**config.mk**
```make
export PLATFORM = sky130hd
export DESIGN_NAME = uart_frame_packer
export DESIGN_NICKNAME = d
export VERILOG_FILES = /design/src/rtl/uart_frame_packer.sv
export SDC_FILE = /design/constraint.sdc
export NUM_CORES = 1
export LEC_CHECK = 0
export CAP_MARGIN = 20
export CORE_ASPECT_RATIO = 0.5
export CORE_MARGIN = 2
export CORE_UTILIZATION = 56
export DETAILED_ROUTE_END_ITERATION = 10
export PLACE_DENSITY = 0.79
export SLEW_MARGIN = 5
export SYNTH_ARGS = -nofsm -noshare
export SYNTH_HDL_FRONTEND = slang
export SYNTH_SLANG_ARGS = --single-unit
```
**constraint.sdc**
```tcl
create_clock -name clk -period 2.5 [get_ports clk]
set_input_delay 0.25 -clock clk [delete_from_list [all_inputs] [get_ports clk]]
set_output_delay 0.25 -clock clk [all_outputs]
set_load 0.005 [all_outputs]
```
**src/rtl/uart_frame_packer.sv**
```systemverilog
// rtl/uart_frame_packer.sv - packs FIFO-buffered 16-bit samples into A5 5A LEN DATA.. [CHK] byte frames.
// Optional checksum byte enabled by defining FRAME_CHECKSUM_EN.
module uart_frame_packer #(
    parameter int FRAME_LEN  = 8,
    parameter int FIFO_DEPTH = 16
) (
    input  logic        clk,
    input  logic        rstn,
    input  logic [15:0] s_smp_data,
    input  logic        s_smp_valid,
    output logic        s_smp_ready,
    output logic [7:0]  m_tx_data,
    output logic        m_tx_valid,
    input  logic        m_tx_ready,
    output logic        busy
);

    localparam int AW = $clog2(FIFO_DEPTH);
    typedef logic [AW:0]   cnt_t;
    typedef logic [AW-1:0] ptr_t;
    localparam cnt_t       DEPTH_C  = cnt_t'(FIFO_DEPTH);
    localparam cnt_t       FLEN_C   = cnt_t'(FRAME_LEN);
    localparam logic [7:0] LEN_BYTE = 8'(FRAME_LEN);
    localparam logic [7:0] LAST_IDX = 8'(FRAME_LEN - 1);

    typedef enum logic [2:0] {
        IDLE, HDR0, HDR1, LEN, DATA_H, DATA_L, CHK
    } state_t;

    logic [15:0] mem_q [FIFO_DEPTH];
    ptr_t        wr_ptr_q, rd_ptr_q, rd_ptr_nxt;
    cnt_t        count_q;
    logic        push, pop, accept;
    logic [15:0] head, head_next;

    state_t      state_q, state_d;
    logic [7:0]  tx_data_q, tx_data_d;
    logic        tx_valid_q, tx_valid_d;
    logic [7:0]  smp_cnt_q, smp_cnt_d;

    assign s_smp_ready = (count_q != DEPTH_C);
    assign push        = s_smp_valid && s_smp_ready;
    assign accept      = tx_valid_q && m_tx_ready;
    assign rd_ptr_nxt  = rd_ptr_q + ptr_t'(1);
    assign head        = mem_q[rd_ptr_q];
    // The whole frame is resident before HDR0, so the next entry is always valid.
    assign head_next   = mem_q[rd_ptr_nxt];

    assign m_tx_data   = tx_data_q;
    assign m_tx_valid  = tx_valid_q;
    assign busy        = (state_q != IDLE);

    always_ff @(posedge clk) begin
        if (push) begin
            mem_q[wr_ptr_q] <= s_smp_data;
        end
    end

    always_ff @(posedge clk or negedge rstn) begin
        if (!rstn) begin
            wr_ptr_q <= '0;
            rd_ptr_q <= '0;
            count_q  <= '0;
        end else begin
            if (push) begin
                wr_ptr_q <= wr_ptr_q + ptr_t'(1);
            end
            if (pop) begin
                rd_ptr_q <= rd_ptr_nxt;
            end
            case ({push, pop})
                2'b10:   count_q <= count_q + cnt_t'(1);
                2'b01:   count_q <= count_q - cnt_t'(1);
                default: count_q <= count_q;
            endcase
        end
    end

`ifdef FRAME_CHECKSUM_EN
    logic [7:0] chk_q, chk_sum;
    logic       chk_acc;

    assign chk_sum = chk_q + tx_data_q;
    assign chk_acc = accept && (state_q == LEN || state_q == DATA_H || state_q == DATA_L);

    always_ff @(posedge clk or negedge rstn) begin
        if (!rstn) begin
            chk_q <= '0;
        end else if (state_q == IDLE) begin
            chk_q <= '0;
        end else if (chk_acc) begin
            chk_q <= chk_sum;
        end
    end
`endif

    always_ff @(posedge clk or negedge rstn) begin
        if (!rstn) begin
            state_q    <= IDLE;
            tx_data_q  <= 8'h00;
            tx_valid_q <= 1'b0;
            smp_cnt_q  <= '0;
        end else begin
            state_q    <= state_d;
            tx_data_q  <= tx_data_d;
            tx_valid_q <= tx_valid_d;
            smp_cnt_q  <= smp_cnt_d;
        end
    end

    always_comb begin
        state_d    = state_q;
        tx_data_d  = tx_data_q;
        tx_valid_d = tx_valid_q;
        smp_cnt_d  = smp_cnt_q;
        pop        = 1'b0;
        case (state_q)
            IDLE: begin
                tx_valid_d = 1'b0;
                if (count_q >= FLEN_C) begin
                    state_d    = HDR0;
                    tx_valid_d = 1'b1;
                    tx_data_d  = 8'hA5;
                    smp_cnt_d  = '0;
                end
            end
            HDR0: begin
                if (accept) begin
                    state_d   = HDR1;
                    tx_data_d = 8'h5A;
                end
            end
            HDR1: begin
                if (accept) begin
                    state_d   = LEN;
                    tx_data_d = LEN_BYTE;
                end
            end
            LEN: begin
                if (accept) begin
                    state_d   = DATA_H;
                    tx_data_d = head[15:8];
                end
            end
            DATA_H: begin
                if (accept) begin
                    state_d   = DATA_L;
                    tx_data_d = head[7:0];
                end
            end
            DATA_L: begin
                if (accept) begin
                    pop = 1'b1;
                    if (smp_cnt_q < LAST_IDX) begin
                        smp_cnt_d = smp_cnt_q + 8'd1;
                        state_d   = DATA_H;
                        tx_data_d = head_next[15:8];
                    end else begin
`ifdef FRAME_CHECKSUM_EN
                        state_d   = CHK;
                        tx_data_d = chk_sum;
`else
                        state_d    = IDLE;
                        tx_valid_d = 1'b0;
                        tx_data_d  = 8'h00;
`endif
                    end
                end
            end
            CHK: begin
                if (accept) begin
                    state_d    = IDLE;
                    tx_valid_d = 1'b0;
                    tx_data_d  = 8'h00;
                end
            end
            default: begin
                state_d    = IDLE;
                tx_valid_d = 1'b0;
            end
        endcase
    end

endmodule

```
==> results.toml <==
[outcome]
status = "completed"

[floorplanning]
io-pin-count = 31
die_area_mm2 = 0.02399
rows = 38
initial_core_util_pct = 57.86
die_y_um = 110.5
die_w_um = 217.1
coreArea_mm2 = 0.02197

[worst_setup_path]
critPathMaxFanout = 8
r2r-start = "rd_ptr_q[1]$_DFFE_PN0P_"
worstSetupEndpointType = "flip-flop"
startpoint_type = "flip-flop"
ff2ff_setup_slack_ps = 30
crit_type = "reg -> reg"
crit_arrival_ps = 2900
cp_data_required_time_ps = 2930
r2r_end = "m_tx_data[2]$_DFFE_PN0P_"
rr_worst_depth = 7

[global_route]
antenna_found_initial = 0
grt_usage_pct = 25.01
gr-total-overflow = 0
grt_first_pass_wirelength_mm = 44.05
grt_pass1_vias = 7077
grt_max_degree = 56

[cts]
clock_path_buffers = 3
cts_buffers = 25
worstSkewPairLatency_ps = 550
cts_tree = "yes"
cts_num_sinks = 289
root_buffer = "clkbuf_16"
cts.clk_slew.worst_paths_ps = 70
h-tree-depth = 1

[synthesis]
ys_warn_count = 0
synth-edff-count = 256
syn-cell-area_mm2 = 0.01271
ys_ff_latch = 289
syn-num-nets = 720
synthFlopType = "edfxtp_1"
synthCells = 690
yosysSeqAreaShare_pct = 66.98
yosys-top-cells-area = "edfxtp_1 60%, mux4_2 16%, dfrtp_1 6.5%"
synth_top_cell_by_area = "edfxtp_1"
synth_top_area_share_pct = 60.48
avgSynthCellArea_um2 = 18.42
async_flop_share_pct = 11.42
yosysUniqueCellTypes = 55

[pwr]
p_leak_uw = 0.004853
pwr_density_cell_mw_per_mm2 = 1144
p_total_uw = 16920
vdd_drop_max_mv = 0.5446

[sta]
whs_ps = 360.3
min_period_over_period_pct = 98.97
relSlewSlack_pct = 44.07
maxSlewViolCount = 0
tightestPinTransition_ps = 839.0
hold_viol = 0
rsz0062_at_grt = "false"
fmaxAchievable_mhz = 404.2
skew_ps = 14.06
setup_viol = 0
fin_crit_ps = 2474

[cells_and_area]
syn_to_final_growth_pct = 16.37
final_nets = 787
drive_above_1_share_pct = 28.87
num_antenna_cells = 0
final_common_cell = "edfxtp_1"
mostFrequentLayoutCells = "256 x edfxtp_1, 92 x mux4_2, 36 x mux2i_1"
fillerInstances = 1393

[routing]
routed_via_density = 6.702
ant_nets = 0
wirelength_mm = 29.95
vias = 7211
first_pass_iters = 7
post_drt_wl_per_cell_um = 27.83
drt_iter0_markers = 983
remaining_drc_errors = 0

[placed_design]
gp_congestion = 0.9134
port_buffers = 30
post-dp-hpwl_mm = 17.21

[run]
max_cap_violations = 0

[min_path]
hold_path.class = "in -> async"
critical path, stage by stage (launching register included):
cell	delay [ps]
dfrtp_2	500
ha_4	350
buf_12	130
buf_12	130
mux4_2	490
mux4_2	480
a21oi_1	200
a21oi_1	90
per-stage QoR:
| stage | cell area (um^2) | utilization, % | setup slack, ps | instances | TNS, ps |
|---|---|---|---|---|---|
| final | 14790 | 67.33 | 25.85 | 1076 | 0 |
| after global routing | 14790 | 67.33 | 2.660 | 1076 | 0 |
| after CTS | 14610 | 66.53 | 6.050 | 1068 | 0 |
| after detailed placement | 13810 | 62.87 | -29.46 | 1021 | -29.46 |
| after global placement | 13810 | 62.87 | 39.75 | 1021 | 0 |
| after floorplan | 12790 | - | -9.722 | 690 | -9.722 |
flip-flops by register name, indices dropped and copies added (netlist names):
| name | cells |
|---|---|
| state_q | 3 |
| rd_ptr_q | 4 |
| smp_cnt_q | 8 |
| m_tx_valid | 1 |
| count_q | 5 |
| mem_q | 256 |
| m_tx_data | 8 |
| wr_ptr_q | 4 |
final cells by class:
| cell class | instances | area [um^2] | area share (%) |
|---|---|---|---|
| flip-flops and latches | 289 | 8522 | 57.62 |
| clock inverters | 7 | 46.29 | 0.3130 |
| repair buffers | 84 | 1056 | 7.140 |
| multi-input cells | 352 | 4044 | 27.34 |
| well taps | 300 | 375.4 | 2.538 |
| inverters | 5 | 18.77 | 0.1269 |
| clock buffers | 39 | 728.2 | 4.923 |
kinds of logic after synthesis:
| group | synth area share (%) |
|---|---|
| adders and majority gates | 1.142 |
| xor gates and xnor gates | 1.093 |
| buffers and inverters | 2.225 |
| and+or+nand+nor | 4.027 |
| muxes | 20.56 |
| DFF | 66.98 |
| AOI/OAI and AO/OA | 3.977 |
cells in the mapped netlist (8+ instances only):
master and instances:
edfxtp_1 256, a31oi_1 8, mux2_2 9, dfrtp_1 33, buf_2 12, nand2_1 32, mux2i_1 36, o21ai_0 13
mux4_2 92, ha_1 10, nor2_1 38, a21oi_1 14, nor3_1 10, xor2_1 8, buf_4 10, clkbuf_1 14
worst max-delay path by stage:
stage	from	end	slack, ps
after floorplan	count_q[2]$_DFFE_PN0P_	count_q[4]$_DFFE_PN0P_	-10
after global routing	rd_ptr_q[1]$_DFFE_PN0P_	m_tx_data[2]$_DFFE_PN0P_	3
after global placement	rd_ptr_q[0]$_DFFE_PN0P_	m_tx_data[5]$_DFFE_PN0P_	40
after detailed placement	rd_ptr_q[0]$_DFFE_PN0P_	m_tx_data[5]$_DFFE_PN0P_	-30
after CTS	rd_ptr_q[0]$_DFFE_PN0P_	m_tx_data[4]$_DFFE_PN0P_	6
final	rd_ptr_q[1]$_DFFE_PN0P_	m_tx_data[2]$_DFFE_PN0P_	30
power breakdown:
| part | total, uW | switching [uW] | internal (uW) |
|---|---|---|---|
| Combinational | 6890 | 3420 | 3470 |
| Sequential | 6340 | 446 | 5900 |
| Clock | 3690 | 1680 | 2010 |
metal layers:
metal  vias to the layer above  part of all wire [%]  track usage [%]
met5                         -                     0                0
met4                         0                   2.5            6.393
met3                        64                    12            6.088
met2                       466                    46            37.85
met1                      3724                    40            37.04
li1                       2957                     -                -
what timing repair did:
item / 4_1_cts / 5_1_grt
cloned: 0 / 3
endpoints found under the hold margin: 33 / 0
resized for setup: 3 / 12
hold buffers: 1 / 0
endpoints found under the setup margin: 1 / 7
setup buffers: 0 / 5
pin swaps: 0 / 4
Note: power is estimated with default switching activity, not from simulation.
